--- src/rtl/clock_divider_multi.sv ---
// Multi-channel programmable clock divider: per-channel divided waveform plus end-of-period tick,
// with shadowed div/high settings that only take effect on a period boundary.
module clock_divider_multi #(
   parameter int CHANNELS    = 4,
   parameter int WIDTH       = 16,
   parameter int DEFAULT_DIV = 2
) (
   input  logic                                              clk_i,
   input  logic                                              reset,
   input  logic [CHANNELS-1:0]                               enable_i,
   input  logic                                              load_i,
   input  logic [((CHANNELS > 1) ? $clog2(CHANNELS) : 1)-1:0] load_ch_i,
   input  logic [WIDTH-1:0]                                  load_div_i,
   input  logic [WIDTH-1:0]                                  load_high_i,
   output logic [CHANNELS-1:0]                               clk_o,
   output logic [CHANNELS-1:0]                               tick_o,
   output logic [CHANNELS-1:0]                               pending_o,
   output logic                                              err_o
);

   localparam int CH_W = (CHANNELS > 1) ? $clog2(CHANNELS) : 1;
   localparam logic [WIDTH-1:0] DEF_DIV  = WIDTH'(DEFAULT_DIV);
   localparam logic [WIDTH-1:0] DEF_HIGH = DEF_DIV >> 1;
   localparam logic [CH_W:0]    CH_LIM   = (CH_W + 1)'(CHANNELS);

   logic [WIDTH-1:0]    div_q     [CHANNELS];
   logic [WIDTH-1:0]    high_q    [CHANNELS];
   logic [WIDTH-1:0]    count_q   [CHANNELS];
   logic [WIDTH-1:0]    sh_div_q  [CHANNELS];
   logic [WIDTH-1:0]    sh_high_q [CHANNELS];
   logic [CHANNELS-1:0] pending_q;
   logic [CHANNELS-1:0] clk_q;
   logic [CHANNELS-1:0] tick_q;
   logic                err_q;

   logic                load_ok;
   logic [CHANNELS-1:0] hit;
   logic [CHANNELS-1:0] last;
   logic [CHANNELS-1:0] above;

   // high < div together with high != 0 guarantees div-high never underflows
   always_comb begin
      load_ok = ({1'b0, load_ch_i} < CH_LIM) && (load_div_i >= WIDTH'(2)) &&
                (load_high_i != '0) && (load_high_i < load_div_i);
      hit   = '0;
      last  = '0;
      above = '0;
      for (int c = 0; c < CHANNELS; c++) begin
         hit[c]   = load_i && load_ok && (load_ch_i == CH_W'(c));
         last[c]  = (count_q[c] == (div_q[c] - WIDTH'(1)));
         above[c] = (count_q[c] >= (div_q[c] - high_q[c]));
      end
   end

   always_ff @(posedge clk_i or posedge reset) begin
      if (reset) begin
         for (int c = 0; c < CHANNELS; c++) begin
            div_q[c]     <= DEF_DIV;
            high_q[c]    <= DEF_HIGH;
            count_q[c]   <= '0;
            sh_div_q[c]  <= DEF_DIV;
            sh_high_q[c] <= DEF_HIGH;
         end
         pending_q <= '0;
         clk_q     <= '0;
         tick_q    <= '0;
         err_q     <= 1'b0;
      end else begin
         if (load_i && !load_ok) begin
            err_q <= 1'b1;
         end
         for (int c = 0; c < CHANNELS; c++) begin
            if (enable_i[c]) begin
               clk_q[c]  <= above[c];
               tick_q[c] <= last[c];
               if (last[c]) begin
                  count_q[c] <= '0;
                  if (hit[c]) begin
                     div_q[c]     <= load_div_i;
                     high_q[c]    <= load_high_i;
                     pending_q[c] <= 1'b0;
                  end else if (pending_q[c]) begin
                     div_q[c]     <= sh_div_q[c];
                     high_q[c]    <= sh_high_q[c];
                     pending_q[c] <= 1'b0;
                  end
               end else begin
                  count_q[c] <= count_q[c] + WIDTH'(1);
                  if (hit[c]) begin
                     sh_div_q[c]  <= load_div_i;
                     sh_high_q[c] <= load_high_i;
                     pending_q[c] <= 1'b1;
                  end
               end
            end else begin
               count_q[c] <= '0;
               clk_q[c]   <= 1'b0;
               tick_q[c]  <= 1'b0;
               if (pending_q[c]) begin
                  div_q[c]     <= sh_div_q[c];
                  high_q[c]    <= sh_high_q[c];
                  pending_q[c] <= 1'b0;
               end
               // a load arriving while idle is held and applied on the following edge
               if (hit[c]) begin
                  sh_div_q[c]  <= load_div_i;
                  sh_high_q[c] <= load_high_i;
                  pending_q[c] <= 1'b1;
               end
            end
         end
      end
   end

   assign clk_o     = clk_q;
   assign tick_o    = tick_q;
   assign pending_o = pending_q;
   assign err_o     = err_q;

endmodule

--- config.mk ---
export PLATFORM = sky130hd
export DESIGN_NAME = clock_divider_multi
export DESIGN_NICKNAME = d
export VERILOG_FILES = /design/src/rtl/clock_divider_multi.sv
export SDC_FILE = /design/constraint.sdc
export NUM_CORES = 1
export LEC_CHECK = 0
export CAP_MARGIN = 20
export CORE_MARGIN = 8
export CORE_UTILIZATION = 45
export CTS_CLUSTER_DIAMETER = 100
export DETAILED_ROUTE_END_ITERATION = 12
export DONT_BUFFER_PORTS = 1
export GPL_ROUTABILITY_DRIVEN = 0
export PLACE_DENSITY = 0.65
export SYNTH_ARGS = -nofsm -noshare
export SYNTH_HDL_FRONTEND = slang
export SYNTH_SLANG_ARGS = --single-unit
--- constraint.sdc ---
create_clock -name clk_i -period 12.9 [get_ports clk_i]
set_input_delay 1.29 -clock clk_i [delete_from_list [all_inputs] [get_ports clk_i]]
set_output_delay 1.29 -clock clk_i [all_outputs]
set_load 0.03 [all_outputs]
Yosys cells after proc, flatten, opt, wreduce, memory -nomap -nowiden
Index checks and enable logic that the tools add are counted.
Word-level totals
  input port bits: 41
  bits in registers: 333
Cells by class
  magnitude comparators: 6
  $add $sub $neg: 12
  reductions and logical operators: 11
  equality and inequality tests: 19
  multiplexer cells: 88
Operators with widths (count)
  16-bit 2-to-1 mux: 64
  16-bit by 1-bit adder with 16-bit output (second input constant): 4
  16-bit == test: 4
  16-bit >= comparator: 4
  16-bit by 1-bit subtractor with 16-bit output (second input constant): 4
  16-bit subtractor: 4
  1-bit 2-to-1 mux: 24
  16-bit by 2-bit >= comparator with 1-bit output (second input constant): 1
  16-bit less-than comparator: 1
  16-bit nonzero test: 1
  3-bit by 1-bit inequality test with 1-bit output (second input constant): 4
  1-bit logical AND: 8
  2-bit by 1-bit inequality test with 1-bit output (second input constant): 4
  2-bit inequality test (second input constant): 4
  2-bit == test (second input constant): 2
  2-bit by 1-bit == test with 1-bit output (second input constant): 1
  2-bit logical NOT: 1
  1-bit logical NOT: 1

Logic depth before layout (Yosys ltp)
Gate-level depths: netlist of the first run.
  depth in word-level cells: 8
  mapped depth: 17

Worst setup path after synthesis of the first run
OpenSTA, ideal clock, no wires.
  path kind: in2reg
  start: input port load_div_i[9]
  end: register sh_high_q[14] (netlist name)
  arrival: 3656 ps
  stages on the path: 13
  required time: 12775 ps
  path buffers: 3
  slack: 9119 ps
  setup time: 125 ps
  cells stage by stage: clkbuf_1 -> inv_1 -> ha_1 -> a21o_1 -> a21o_1 -> a21oi_1 -> or2_2 -> buf_1 -> and2_1 -> nand2_1 -> nor2_1 -> buf_2 -> mux2_2
On the way
  word-level cells in the longest chain between the ends: 8
  elaborated cells between the ends (all ways): 9
Ends and longest elaborated chain
  start, declared: line 13  | input logic [WIDTH-1:0] load_div_i,
  16-bit by 2-bit >= comparator with 1-bit output: line 43  | load_ok = ({1'b0, load_ch_i} < CH_LIM) && (load_div_i >= WIDTH'(2)) &&
  1-bit logical AND: line 43
  1-bit logical AND *: line 44  | (load_high_i != '0) && (load_high_i < load_div_i);
  1-bit logical AND * (2 in series): line 49  | hit[c] = load_i && load_ok && (load_ch_i == CH_W'(c));
  16-bit 2-to-1 mux *
  16-bit 2-to-1 mux
  16-bit 2-to-1 mux *
  end signal, assigned by index: line 91  | sh_high_q[c] <= load_high_i;
  end signal, assigned by index: line 107  | sh_high_q[c] <= load_high_i;
  end, declared: line 30  | logic [WIDTH-1:0] sh_high_q [CHANNELS];
Every way passes the cells marked *; elsewhere a longest branch is shown, timed or not. The select of a mux whose other input is x is not followed.
A chain may end at the register's enable or synchronous reset.

Worst setup path after layout of the first run
  start: register div_q[48] (netlist name)
  end: register high_q[48] (netlist name)
On the way
  word-level cells in the longest chain between the ends: 3
Ends and longest elaborated chain
  start, declared: line 26  | logic [WIDTH-1:0] div_q [CHANNELS];
  start signal, assigned by index: line 79  | div_q[c] <= load_div_i;
  start signal, assigned by index: line 83  | div_q[c] <= sh_div_q[c];
  start signal, assigned by index: line 100  | div_q[c] <= sh_div_q[c];
  16-bit by 1-bit subtractor with 16-bit output: line 50  | last[c] = (count_q[c] == (div_q[c] - WIDTH'(1)));
  16-bit == test: line 50
  2-bit by 1-bit inequality test with 1-bit output (no line)
  end signal, assigned by index: line 80  | high_q[c] <= load_high_i;
  end signal, assigned by index: line 84  | high_q[c] <= sh_high_q[c];
  end signal, assigned by index: line 101  | high_q[c] <= sh_high_q[c];
  end, declared: line 27  | logic [WIDTH-1:0] high_q [CHANNELS];
No other way between the ends.

==> run summary, run 1 <==
Leak -> 9.88 nW
Final Cell Area -> 22500 sq um
Dpl cells -> 2541
Syn_nets -> 2227
Die width -> 231 microns
Die Y -> 231 microns
Most common library cells after synthesis -> dfrtp_1 (317), ha_1 (147), nor2_1 (143), o22ai_1 (131), inv_1 (128)
VDD IR max -> 0.000111 V
Outcome -> completed
Switching Share -> 0.372
Global-route wire length before repair -> 84900 microns
RSZ-0062 raised after global routing -> false
Net switching power -> 1.72 mW
Flop pwr share -> 0.354
Area share of the largest cell type after synthesis -> 0.381
Minimum clock period -> 4.16 ns
Number of flops mapped to enable cells by yosys -> 0
Wirelength per Cell -> 19.9 microns
Via count -> 15.5k
Fin cells -> 2609
Gr ovfl total -> 0
Final nets -> 2168
Largest net degree at the start of global routing -> 139
Worst hold start -> sh_div_q[5]$_DFFE_PP0P_
Initial DRC count -> 1358
Initial cell density of the core -> 0.452
Synthesized area per cell -> 10.2 sq um
Number of global-route vias before repair -> 15.6k
CTS tree -> built
Initial antenna violation count -> 2
CP Max Fanout -> 28
Clk pwr share -> 0.224
Most instantiated library cell after synthesis -> dfrtp_1
Gate Count Post-Synth -> 2035
Clk buf depth -> 3
CTS root buf -> clkbuf_16
Yosys Warn Count -> 0
H-tree depth -> 2
Synth Flop Type -> dfrtp_1
Cell Area, Placed -> 21200 sq um
Rel. slew slack -> 0.356
Hold_ws -> 0.488 ns
Asr flop ratio synth -> 1.00
Pwr Density -> 206 nW/um^2
Drt total wl -> 52000 microns
Worst path required time -> 13.36 ns
CTS Hold Bufs -> 0
Total negative slack -> 0 ns
TritonCTS Buffers -> 37
Synth area leader -> dfrtp_1
Hold Path Stages -> 1
Sequential area share after synthesis -> 0.401
Clock sink total -> 333
Core area -> 46100 sq um
Die ar. -> 53400 sq um
Clk_lat worst skew -> 0.54 ns
CP startpoint -> div_q[48]$_DFFE_PP0P_
Routed vias/inst -> 5.93
Combinational Power Share -> 0.422
CP startpoint kind -> flop
Area of the mapped netlist -> 20800 sq um
Post-CTS sizing -> 0
Antenna Violating Nets Remaining -> 0
I/O pin count -> 54
Util after Layout -> 0.488
Setup crit end kind -> flop
Final setup margin -> 8.74 ns
First-pass DRT Iterations -> 5
Slew at the pin closest to its max-slew limit -> 0.966 ns
Critical Path AT -> 4.62 ns
Power Total -> 4.62 mW
Final Skew -> 0.0107 ns
Reg-to-Reg Start -> div_q[48]$_DFFE_PP0P_
R2R cell count -> 11
Layout area overhead -> 7.93%
DRC viols -> 0
Fin crit share -> 0.322
Cell Rows -> 79
N_diodes -> 0
Post-CTS Setup Repair Bufs -> 0
Dpl hpwl -> 36000 microns
# port buffers -> 0
Worst reg2reg endpoint -> high_q[48]$_DFFE_PP1P_
# setup viols final -> 0
Gr usage total -> 0.194
Final hold vios -> 0
Top cells by area, synth -> dfrtp_1 (38%), ha_1 (8.8%), xor2_1 (4.3%)
Count of cell types in the netlist -> 86
Hold Crit Class -> reg2reg
Worst Hold Endpoint -> sh_div_q[5]$_DFFE_PP0P_
Max Clk Rate -> 240 MHz
Crit path kind -> reg2reg
P_int -> 2.90 mW
Reg-to-reg setup timing slack -> 8.74 ns
Clock transition at the registers of the reported paths -> 0.06 ns
Slew Viols, Final -> 0
Seq cells post-synth -> 333
Maxcap violations -> 0
Share of cells above drive strength 1 -> 0.122
Pre-CTS WS -> 8.51 ns
-- critical path, cell delays in order, from the launching register on --
cell and delay, ns:
dfrtp_1 0.44, inv_1 0.11, ha_1 0.36, nor4b_2 0.48
nand4b_1 0.18, xnor2_1 0.17, nor4_1 0.35, nor2b_1 0.17
and4b_1 0.31, nand2b_1 0.77, buf_4 0.46, o2bb2a_1 0.27
-- worst max path at each step --
stage                        endpoint  depth (start not counted)  slack, ns
2_1_floorplan      clk_o[0]$_DFF_PP0_                          1       2.41
3_3_place_gp    div_q[43]$_DFFE_PP0P_                         10       8.56
3_5_place_dp    div_q[43]$_DFFE_PP0P_                         11       8.51
4_1_cts        high_q[48]$_DFFE_PP1P_                         11       8.80
5_1_grt        high_q[48]$_DFFE_PP1P_                         11       8.47
6_report       high_q[48]$_DFFE_PP1P_                         11       8.74
-- layer usage --
metal  track usage  up-vias  share of wire
li1              -     7288              -
met1         0.267     7730           0.46
met2         0.302      350           0.45
met3        0.0364      104          0.057
met4        0.0725        2          0.036
met5             0        -        0.00025
-- cell usage in the layout, fill, tap and decap left out, drive strengths merged, types with 28 or more instances in the layout --
cell type  count
xnor2         93
nor2         145
nand3         65
inv          128
nor3          28
o22ai        131
xor2         102
nand2         71
a21oi         97
ha           147
clkbuf        55
dfrtp        317
o21ai         43
a21o          36
a2bb2oi       94
mux2         130
-- power by group through the flow --
| stage | sequential [mW] | combinational [mW] | clock (mW) |
|---|---|---|---|
| global placement | 1.63 | 1.86 | 0 |
| finish | 1.64 | 1.95 | 1.04 |
| floorplan | 1.53 | 1.66 | 0 |
| CTS | 1.63 | 1.95 | 1.06 |
| detailed placement | 1.64 | 1.94 | 0 |
| global route | 1.67 | 2.22 | 1.10 |
-- layout make-up --
class / instances / area [sq um]
fillers: 4235 / 23600
multi-input cells: 1452 / 11400
flip-flops and latches: 333 / 8350
clock buffers: 55 / 1090
well taps: 607 / 759
inverters: 128 / 488
repair buffers: 24 / 273
clock inverters: 10 / 88.8
-- registers in the layout, summed over array words and instances, names as in the netlist --
| signal | flops |
|---|---|
| sh_high_q | 64 |
| count_q | 64 |
| pending_o | 4 |
| div_q | 64 |
| sh_div_q | 64 |
| high_q | 64 |
| err_o | 1 |
| clk_o | 4 |
| tick_o | 4 |
-- cell families (layout without fill, tap and decap cells) --
group,after synthesis,after routing,synth area share
AO/OA/AOI/OAI,518,518,0.180
XOR/XNOR,196,196,0.0831
adder cells (fa/ha/maj),151,151,0.0922
buffers and inverters,250,217,0.0518
flip-flops,333,333,0.401
multiplexers,132,132,0.0767
AND/OR/NAND/NOR,455,455,0.115
(Power assumes the default switching activity.)
==> inputs of run 2 (changes only) <==
==> constraint.sdc (replaced) <==
create_clock -name clk_i -period 4.25 [get_ports clk_i]
set_input_delay 0.425 -clock clk_i [delete_from_list [all_inputs] [get_ports clk_i]]
set_output_delay 0.425 -clock clk_i [all_outputs]
set_load 0.03 [all_outputs]
==> run summary, run 2 (synthesis gave the netlist of run 1 again) <==
Global-route wire length before repair -> 88700 microns (was 84900 microns)
# setup viols final -> 0 (unchanged)
I/O pin count -> 54 (unchanged)
Initial cell density of the core -> 0.452 (unchanged)
Maxcap violations -> 0 (unchanged)
Die ar. -> 53400 sq um (unchanged)
Power Total -> 14.5 mW (was 4.62 mW)
Rel. slew slack -> 0.505 (was 0.356)
Pre-CTS WS -> 0.591 ns (was 8.51 ns)
Antenna Violating Nets Remaining -> 0 (unchanged)
Leak -> 10.2 nW (was 9.88 nW)
Hold Crit Class -> in2reg (was reg2reg)
Gr usage total -> 0.205 (was 0.194)
Util after Layout -> 0.501 (was 0.488)
Clock sink total -> 333 (unchanged)
Layout area overhead -> 10.9% (was 7.93%)
Hold Path Stages -> 1 (unchanged)
Initial DRC count -> 1175 (was 1358)
Share of cells above drive strength 1 -> 0.127 (was 0.122)
Initial antenna violation count -> 0 (was 2)
First-pass DRT Iterations -> 6 (was 5)
N_diodes -> 0 (unchanged)
CP startpoint kind -> flop (unchanged)
CTS root buf -> clkbuf_16 (unchanged)
Minimum clock period -> 3.69 ns (was 4.16 ns)
Final Cell Area -> 23100 sq um (was 22500 sq um)
H-tree depth -> 2 (unchanged)
Gr ovfl total -> 0 (unchanged)
Reg-to-reg setup timing slack -> 0.56 ns (was 8.74 ns)
Dpl hpwl -> 36300 microns (was 36000 microns)
Setup crit end kind -> flop (unchanged)
Net switching power -> 5.30 mW (was 1.72 mW)
Outcome -> completed (unchanged)
Die Y -> 231 microns (unchanged)
Reg-to-Reg Start -> div_q[0]$_DFFE_PP0P_ (was div_q[48]$_DFFE_PP0P_)
Final nets -> 2214 (was 2168)
Worst hold start -> load_high_i[9] (was sh_div_q[5]$_DFFE_PP0P_)
Clk_lat worst skew -> 0.55 ns (was 0.54 ns)
Switching Share -> 0.366 (was 0.372)
Critical Path AT -> 4.13 ns (was 4.62 ns)
Cell Area, Placed -> 21400 sq um (was 21200 sq um)
Wirelength per Cell -> 20.8 microns (was 19.9 microns)
Worst reg2reg endpoint -> clk_o[3]$_DFF_PP0_ (was high_q[48]$_DFFE_PP1P_)
RSZ-0062 raised after global routing -> false (unchanged)
Final hold vios -> 0 (unchanged)
# port buffers -> 0 (unchanged)
Final setup margin -> 0.560 ns (was 8.74 ns)
TritonCTS Buffers -> 37 (unchanged)
Clk pwr share -> 0.243 (was 0.224)
P_int -> 9.16 mW (was 2.90 mW)
Slew at the pin closest to its max-slew limit -> 0.737 ns (was 0.966 ns)
Combinational Power Share -> 0.416 (was 0.422)
Pwr Density -> 627 nW/um^2 (was 206 nW/um^2)
Max Clk Rate -> 271 MHz (was 240 MHz)
Flop pwr share -> 0.341 (was 0.354)
Commonest non-fill, non-tap cell in the layout -> dfrtp_1 (unchanged)
Commonest non-fill, non-tap cells in the layout -> dfrtp_1 (317), ha_1 (147), nor2_1 (141), o22ai_1 (131), inv_1 (127) (unchanged)
Fin crit share -> 0.868 (was 0.322)
Slew Viols, Final -> 0 (unchanged)
Worst path required time -> 4.69 ns (was 13.36 ns)
CP Max Fanout -> 5 (was 28)
R2R cell count -> 15 (was 11)
Worst Hold Endpoint -> sh_high_q[57]$_DFFE_PP0P_ (was sh_div_q[5]$_DFFE_PP0P_)
Final Skew -> 0.0134 ns (was 0.0107 ns)
Routed vias/inst -> 5.91 (was 5.93)
Drt total wl -> 55200 microns (was 52000 microns)
Clk buf depth -> 3 (unchanged)
DRC viols -> 0 (unchanged)
Via count -> 15.7k (was 15.5k)
Die width -> 231 microns (unchanged)
Number of global-route vias before repair -> 15.6k (about the same)
Crit path kind -> reg2reg (unchanged)
Post-CTS sizing -> 0 (unchanged)
Cell Rows -> 79 (unchanged)
VDD IR max -> 0.000314 V (was 0.000111 V)
Core area -> 46100 sq um (unchanged)
CTS tree -> built (unchanged)
Clock transition at the registers of the reported paths -> 0.06 ns (about the same)
Largest net degree at the start of global routing -> 65 (was 139)
-- run 2: changes by cell type in the layout (fill, tap and decap cells not counted) --
cell / before / now
clkbuf_16: 37 / 39
dlygate4sd3_1: 0 / 36
buf_12: 1 / 9
inv_8: 1 / 0
clkinv_4: 1 / 2
bufinv_16: 1 / 6
clkinv_2: 4 / 5
clkbuf_8: 10 / 7
inv_6: 0 / 1
buf_4: 19 / 25
buf_16: 4 / 0
clkbuf_1: 8 / 4
-- run 2: critical path, cell delays in order (launching register included) --
cell and delay [ns]:
dfrtp_1 0.43, inv_1 0.10, ha_1 0.16, inv_1 0.05
fa_1 0.42, a211o_1 0.28, a21oi_1 0.18, o21ai_0 0.15
a41o_1 0.28, o41ai_1 0.44, o21bai_1 0.11, a21oi_1 0.18
xor2_1 0.21, ha_1 0.28, a211oi_1 0.21, a21oi_1 0.10
-- run 2: area by class of cell --
| cell class | instances | area [sq um] |
|---|---|---|
| Clock inverter | 17 | 254 |
| Timing Repair Buffer | 70 | 728 |
| Inverter | 128 | 484 |
| Multi-Input combinational cell | 1452 | 11400 |
| Tap cell | 607 | 759 |
| Sequential cell | 333 | 8350 |
| Fill cell | 4160 | 23000 |
| Clock buffer | 50 | 1090 |
-- run 2: timing repair --
item                       CTS  global route
hold buffers                35             1
setup endpoints to repair    0             0
hold endpoints to repair    56            13
buffers inserted             0             0
-- run 2: worst max path at each step --
stage | slack (ns) | cells past startpoint | from | to
2_1_floorplan | -0.61 | 1 | reset | clk_o[0]$_DFF_PP0_
3_3_place_gp | 0.68 | 15 | div_q[0]$_DFFE_PP0P_ | clk_o[3]$_DFF_PP0_
3_5_place_dp | 0.59 | 15 | div_q[0]$_DFFE_PP0P_ | clk_o[3]$_DFF_PP0_
4_1_cts | 0.59 | 15 | div_q[0]$_DFFE_PP0P_ | clk_o[3]$_DFF_PP0_
5_1_grt | 0.33 | 16 | div_q[0]$_DFFE_PP0P_ | clk_o[3]$_DFF_PP0_
6_report | 0.56 | 15 | div_q[0]$_DFFE_PP0P_ | clk_o[3]$_DFF_PP0_
-- run 2: power groups by stage --
stage | sequential, mW | clock, mW | combinational (mW)
floorplan | 4.63 | 0 | 5.03
global placement | 4.92 | 0 | 5.70
detailed placement | 4.96 | 0 | 5.93
CTS | 4.92 | 3.59 | 6.02
global route | 5.06 | 3.70 | 6.81
finish | 4.93 | 3.52 | 6.01
-- run 2: stage by stage --
stage	cells	hold slack [ns]	TNS [ns]
global placement	2553	0.468	0
detailed placement	2553	0.476	0
global route	2657	0.0134	0
floorplan	2035	0.459	-193.55
CTS	2655	0.000901	0
finish	2657	0.0242	0
-- run 2: routing by layer --
layer | up-vias | GRT usage | wire, microns
met5 | - | 0 | 0
met4 | 0 | 0.0940 | 2430
met3 | 127 | 0.0315 | 2730
met2 | 400 | 0.317 | 24900
met1 | 7794 | 0.283 | 25100
li1 | 7375 | - | -
==> inputs of run 3 (changes only) <==
--- a/config.mk
+++ b/config.mk
@@ -12,7 +12,7 @@
 export DETAILED_ROUTE_END_ITERATION = 12
 export DONT_BUFFER_PORTS = 1
 export GPL_ROUTABILITY_DRIVEN = 0
-export PLACE_DENSITY = 0.65
+export PLACE_DENSITY = 0.67
 export SYNTH_ARGS = -nofsm -noshare
 export SYNTH_HDL_FRONTEND = slang
 export SYNTH_SLANG_ARGS = --single-unit
==> constraint.sdc (replaced) <==
create_clock -name clk_i -period 3.1 [get_ports clk_i]
set_input_delay 0.31 -clock clk_i [delete_from_list [all_inputs] [get_ports clk_i]]
set_output_delay 0.31 -clock clk_i [all_outputs]
set_load 0.03 [all_outputs]
==> run summary, run 3 (synthesis gave the netlist of run 1 again) <==
Outcome -> finished, violations left (was completed)
Failing checks -> setup timing
Clk pwr share -> 0.206 (was 0.243)
Worst path required time -> 3.56 ns (was 4.69 ns)
Flop pwr share -> 0.307 (was 0.341)
Gr usage total -> 0.223 (was 0.205)
Hold Path Stages -> 2 (was 1)
Worst reg2reg endpoint -> clk_o[3]$_DFF_PP0_ (unchanged)
Clk buf depth -> 3 (unchanged)
Maxcap violations -> 0 (unchanged)
Dpl cells -> 2657 (was 2553)
Initial DRC count -> 1572 (was 1175)
CTS tree -> built (unchanged)
Die width -> 231 microns (unchanged)
First-pass DRT Iterations -> 5 (was 6)
R2R cell count -> 15 (unchanged)
# port buffers -> 0 (unchanged)
Commonest non-fill, non-tap cells in the layout -> dfrtp_1 (316), ha_1 (142), nor2_1 (141), buf_4 (138), o22ai_1 (131) (was dfrtp_1 (317), ha_1 (147), nor2_1 (141), o22ai_1 (131), inv_1 (127))
Fillcell total -> 3898 (was 4160)
Worst stage delay on the critical path -> 0.53 ns (was 0.44 ns)
P_int -> 13.5 mW (was 9.16 mW)
# setup viols final -> 87 (was 0)
Layout area overhead -> 23.2% (was 10.9%)
Clock sink total -> 333 (unchanged)
Gr ovfl total -> 0 (unchanged)
H-tree depth -> 2 (unchanged)
Slew at the pin closest to its max-slew limit -> 0.926 ns (was 0.737 ns)
Reg-to-reg setup timing slack -> -0.16 ns (was 0.56 ns)
Leak -> 11.4 nW (was 10.2 nW)
Core area -> 46100 sq um (unchanged)
Max Clk Rate -> 306 MHz (was 271 MHz)
Initial antenna violation count -> 3 (was 0)
Share of cells above drive strength 1 -> 0.252 (was 0.127)
CP Max Fanout -> 2 (was 5)
Die ar. -> 53400 sq um (unchanged)
Commonest non-fill, non-tap cell in the layout -> dfrtp_1 (unchanged)
Initial cell density of the core -> 0.452 (unchanged)
CP delay by family, top -> compound AO/OA/AOI/OAI gates (unchanged)
Worst path bufs/invs -> 1 (was 2)
Critical Path AT -> 3.72 ns (was 4.13 ns)
Pre-CTS WS -> -0.266 ns (was 0.591 ns)
TritonCTS Buffers -> 37 (unchanged)
Final setup margin -> -0.163 ns (was 0.560 ns)
Met2 track demand over resource -> 0.348 (was 0.317)
Final nets -> 2388 (was 2214)
Number of global-route vias before repair -> 16.8k (was 15.6k)
Setup crit end kind -> flop (unchanged)
Multi-input gate area -> 12300 sq um (was 11400 sq um)
Pwr Density -> 836 nW/um^2 (was 627 nW/um^2)
Drt total wl -> 62900 microns (was 55200 microns)
Minimum clock period -> 3.26 ns (was 3.69 ns)
Die Y -> 231 microns (unchanged)
Sequential cell area -> 8350 sq um (about the same)
I/O pin count -> 54 (unchanged)
DRC viols -> 0 (unchanged)
Worst-path cell chain -> ha_1 -> inv_1 -> fa_2 -> a211o_1 -> a21oi_2 -> o21ai_1 -> a41o_1 -> o41ai_2 -> o21bai_1 -> a21oi_1 -> xor2_1 -> ha_1 -> o2111ai_1 -> a21o_1 -> a21oi_1 (was inv_1 -> ha_1 -> inv_1 -> fa_1 -> a211o_1 -> a21oi_1 -> o21ai_0 -> a41o_1 -> o41ai_1 -> o21bai_1 -> a21oi_1 -> xor2_1 -> ha_1 -> a211oi_1 -> a21oi_1)
Slowest CP cell -> dfstp_2 (was o41ai_1)
Routed vias/inst -> 6.02 (was 5.91)
Clock transition at the registers of the reported paths -> 0.06 ns (about the same)
Dpl hpwl -> 37000 microns (was 36300 microns)
GR peak layer -> met2 (unchanged)
CP Capture Point -> clk_o[3]$_DFF_PP0_ (unchanged)
Hold Crit Class -> in2reg (unchanged)
RSZ-0062 raised after global routing -> true (was false)
Util after Layout -> 0.557 (was 0.501)
VDD IR max -> 0.000458 V (was 0.000314 V)
Crit path kind -> reg2reg (unchanged)
CP startpoint kind -> flop (unchanged)
Final Skew -> 0.0133 ns (was 0.0134 ns)
Clk_lat worst skew -> 0.55 ns (about the same)
Switching Share -> 0.371 (was 0.366)
CP startpoint -> high_q[0]$_DFFE_PP1P_ (was div_q[0]$_DFFE_PP0P_)
GR Layer Usage met1 -> 0.298 (was 0.283)
Slew Viols, Final -> 0 (unchanged)
Combinational Power Share -> 0.487 (was 0.416)
Antenna Violating Nets Remaining -> 0 (unchanged)
Largest net degree at the start of global routing -> 167 (was 65)
Worst path depth -> 15 (unchanged)
Final hold vios -> 0 (unchanged)
Rel. slew slack -> 0.383 (was 0.505)
Met3 usage -> 0.0406 (was 0.0315)
Reg-to-Reg Start -> high_q[0]$_DFFE_PP1P_ (was div_q[0]$_DFFE_PP0P_)
Fin cells -> 2828 (was 2657)
CTS root buf -> clkbuf_16 (unchanged)
Global-route wire length before repair -> 95100 microns (was 88700 microns)
Net switching power -> 7.96 mW (was 5.30 mW)
Wirelength per Cell -> 22.2 microns (was 20.8 microns)
Fin crit share -> 1.05 (was 0.868)
Cell Rows -> 79 (unchanged)
Via count -> 17.0k (was 15.7k)
[run 3: per-stage QoR]
stage	area, sq um	TNS (ns)	power (mW)	hold WS (ns)
2_1_floorplan	20900	-528.79	13.3	0.423
3_3_place_gp	22300	-4.14	15.3	0.0982
3_5_place_dp	22300	-18.78	15.7	0.100
4_1_cts	24500	-0.393	20.8	0.0000385
5_1_grt	25600	-18.18	22.9	0.0199
6_report	25600	-2.83	21.4	0.0126
[run 3: worst min-delay path by stage]
| stage | slack (ns) | startpoint | to |
|---|---|---|---|
| after global routing | 0.02 | load_div_i[2] | div_q[2]$_DFFE_PP0P_ |
| final | 0.01 | load_high_i[11] | high_q[59]$_DFFE_PP0P_ |
| after floorplan | 0.42 | enable_i[1] | tick_o[1]$_DFF_PP0_ |
| after detailed placement | 0.10 | reset | err_o$_DFFE_PP0P_ |
| after global placement | 0.1 | reset | err_o$_DFFE_PP0P_ |
| after CTS | 0.00004 | load_div_i[11] | div_q[59]$_DFFE_PP0P_ |
[run 3: routing by layer]
layer	part of all wire	routed length [microns]
met1	0.43	26900
met4	0.051	3200
met2	0.46	28700
met3	0.066	4150
met5	0	0
[run 3: repair_timing]
item / 4_1_cts / 5_1_grt
endpoints found under the hold margin: 335 / 0
cloned: 5 / 16
hold buffers: 42 / 0
buffers inserted: 23 / 30
pin swaps: 26 / 37
setup endpoints to repair: 228 / 288
gates resized for setup: 78 / 130
[run 3: final cells by class]
| class | instances | share of cell area |
|---|---|---|
| Multi-Input combinational cell | 1452 | 0.479 |
| Sequential cell | 333 | 0.326 |
| Timing Repair Buffer | 244 | 0.101 |
| Clock buffer | 47 | 0.0387 |
| Tap cell | 607 | 0.0296 |
| Inverter | 128 | 0.0190 |
| Clock inverter | 14 | 0.00703 |
| Antenna cell | 3 | 0.000293 |
[run 3: power groups by stage]
stage                     Sequential, mW  Clock, mW  Combinational, mW
after floorplan                     6.35          0               6.97
final                               6.59       4.42               10.4
after detailed placement            6.54          0               9.18
after CTS                           6.51       4.49               9.83
after global routing                6.72       4.63               11.6
after global placement              6.49          0               8.80
==> variant, RTL diff (settings of run 2) <==
The parameter `CHANNELS` goes from 4 to 2.
--- a/src/rtl/clock_divider_multi.sv
+++ b/src/rtl/clock_divider_multi.sv
@@ -1,7 +1,7 @@
 // Multi-channel programmable clock divider: per-channel divided waveform plus end-of-period tick,
 // with shadowed div/high settings that only take effect on a period boundary.
 module clock_divider_multi #(
-   parameter int CHANNELS    = 4,
+   parameter int CHANNELS    = 2,
    parameter int WIDTH       = 16,
    parameter int DEFAULT_DIV = 2
 ) (
Interface: changed (5 resized); port bits go from 54 to 45. The function was not compared with the original's and may differ.
==> variant against run 2 <==
Via count is 38% lower; maximum frequency grew 4.0%; first-iteration DRC count is 35% lower; cell area fell by 43%; synthesized area decreased by 41%; sequential cell count fell by 166; global-route usage is 0.85 points lower; wire length is 41% lower; worst setup slack better by 0.14 ns; power shrank 53%.
==> variant: results (changes against run 2) <==
Setup WS pre-CTS=0.761 ns (+0.170 ns); R2R depth=11 (-4); Post-layout nets=1362 (-38%); first-pass GRT wire length=52100 µm (-41%); TritonCTS Buffers=17 (-54%); Setup crit end=sh_high_q[15]; vias in the first global route=9295 (-40%); WP data arrival=3.86 ns (-0.27 ns); Critical Path Start=div_q[0]; total track usage=19.7% (-0.85 points); VDD IR max=262 µV (-17%); worst-path fanout max=32 (+27); Lkg Pwr=0.00582 µW (-43%); ant diodes=0 (unchanged); DR pass1 iterations=5 (-1); worst min-delay path class=in -> async; Seq/Total Area, Yosys=33.9% (-6.2 points); Port Buffer Count=0 (unchanged); Initial DRC Count=763 (-35%); clk slew on worst S/H paths=~0.070 ns; H-tree lvl count=4 (+2); ranking of synthesized cells by area=dfrtp_1 32%, ha_1 8.2%, mux2_2 5.1%; placed insts=1561 (-39%); Setup Skew=0.00943 ns (-0.00397 ns); pin count of the biggest net entering global routing=168 (+160%); Avg WL per Cell=20.5 µm (-1.3%); FILL cells=2439 (-41%); most instantiated cells after synthesis=159 x dfrtp_1, 131 x nand2_1, 81 x ha_1; post-CTS setup buffer count=0 (unchanged); share of layout cells above drive strength 1=12.8% (+0.038 points); Yosys cell types=76 (-12%); Hold Slack=0.0938 ns (+0.0697 ns); Clock Latency Late Sink=0.43 ns (-0.12 ns); status=finished clean; FF-to-FF setup slack=0.70 ns (+0.14 ns); worst slew pin tran=0.968 ns (+0.231 ns); final WL=32700 µm (-41%); post-synthesis cell count=1288 (-37%); HPWL after DPL=23000 µm (-37%); crit share post-route=83.5% (-3.4 points); CTS Buffer Depth=2 (-1); vias per inst=6.08 (+2.9%)
variant: changes by cell type in the layout (fill, tap and decap cells not counted), sizes merged, moves of 67 or more:
cell and delta:
dfrtp -158, o22ai -129, nor2 -101, a21oi -67, nand3b +67, a2bb2oi -93
variant: routing by layer:
layer	global-route usage [%]	share of wire, %
met1	27.6	48
met2	28.7	43
met3	5.57	7.2
met4	6.40	2.3
met5	0	0
variant: kinds of logic (layout without fill, tap and decap cells):
logic type | count (synthesis) | after routing | share of synthesized area, %
flip-flops | 167 | 167 | 33.9
AO/OA/AOI/OAI | 217 | 217 | 13.3
adder cells (fa/ha/maj) | 83 | 83 | 8.54
AND/OR/NAND/NOR | 456 | 456 | 20.5
multiplexers | 131 | 131 | 12.5
XOR/XNOR | 87 | 87 | 6.17
buffers and inverters | 147 | 112 | 5.01
variant: area by class of cell:
class | count | area [µm²] | area share [%]
multi-input cells | 974 | 7560 | 57.5
inverters | 67 | 255 | 1.94
clock inverters | 13 | 123 | 0.933
repair buffers | 14 | 155 | 1.18
clock buffers | 18 | 429 | 3.27
well taps | 341 | 427 | 3.25
flip-flops and latches | 167 | 4190 | 31.9
variant: power by group:
part	leakage [µW]	switching, µW	internal [µW]
clock	0.000260	697	812
sequential	0.00197	474	1940
combinational	0.00359	1470	1380
total	0.00582	2650	4140
variant: worst min path at each step:
stage / depth (start not counted) / start / end
final: 2 / reset / sh_high_q[3]
after global routing: 1 / load_high_i[2] / sh_high_q[18]
after CTS: 1 / load_div_i[11] / sh_div_q[27]
after detailed placement: 1 / sh_high_q[18] / sh_high_q[18]
after global placement: 1 / sh_high_q[22] / sh_high_q[22]
after floorplan: 1 / sh_high_q[18] / sh_high_q[18]
variant: per-stage QoR:
stage	util (%)	cell area [µm²]
floorplan	-	12300
global placement	46.6	12500
global route	48.7	13100
finish	48.7	13100
CTS	48.6	13100
detailed placement	46.6	12500
variant: critical path, cell delays in order (launching register included):
cell       delay (ns)
dfrtp_1          0.48
inv_1            0.13
ha_1             0.27
nor4b_4          0.47
nor4b_1          0.31
a2bb2oi_1        0.14
o211ai_1         0.24
a2111oi_4        0.06
buf_4            0.21
a21oi_4          0.14
buf_4            0.52
mux2_2           0.41
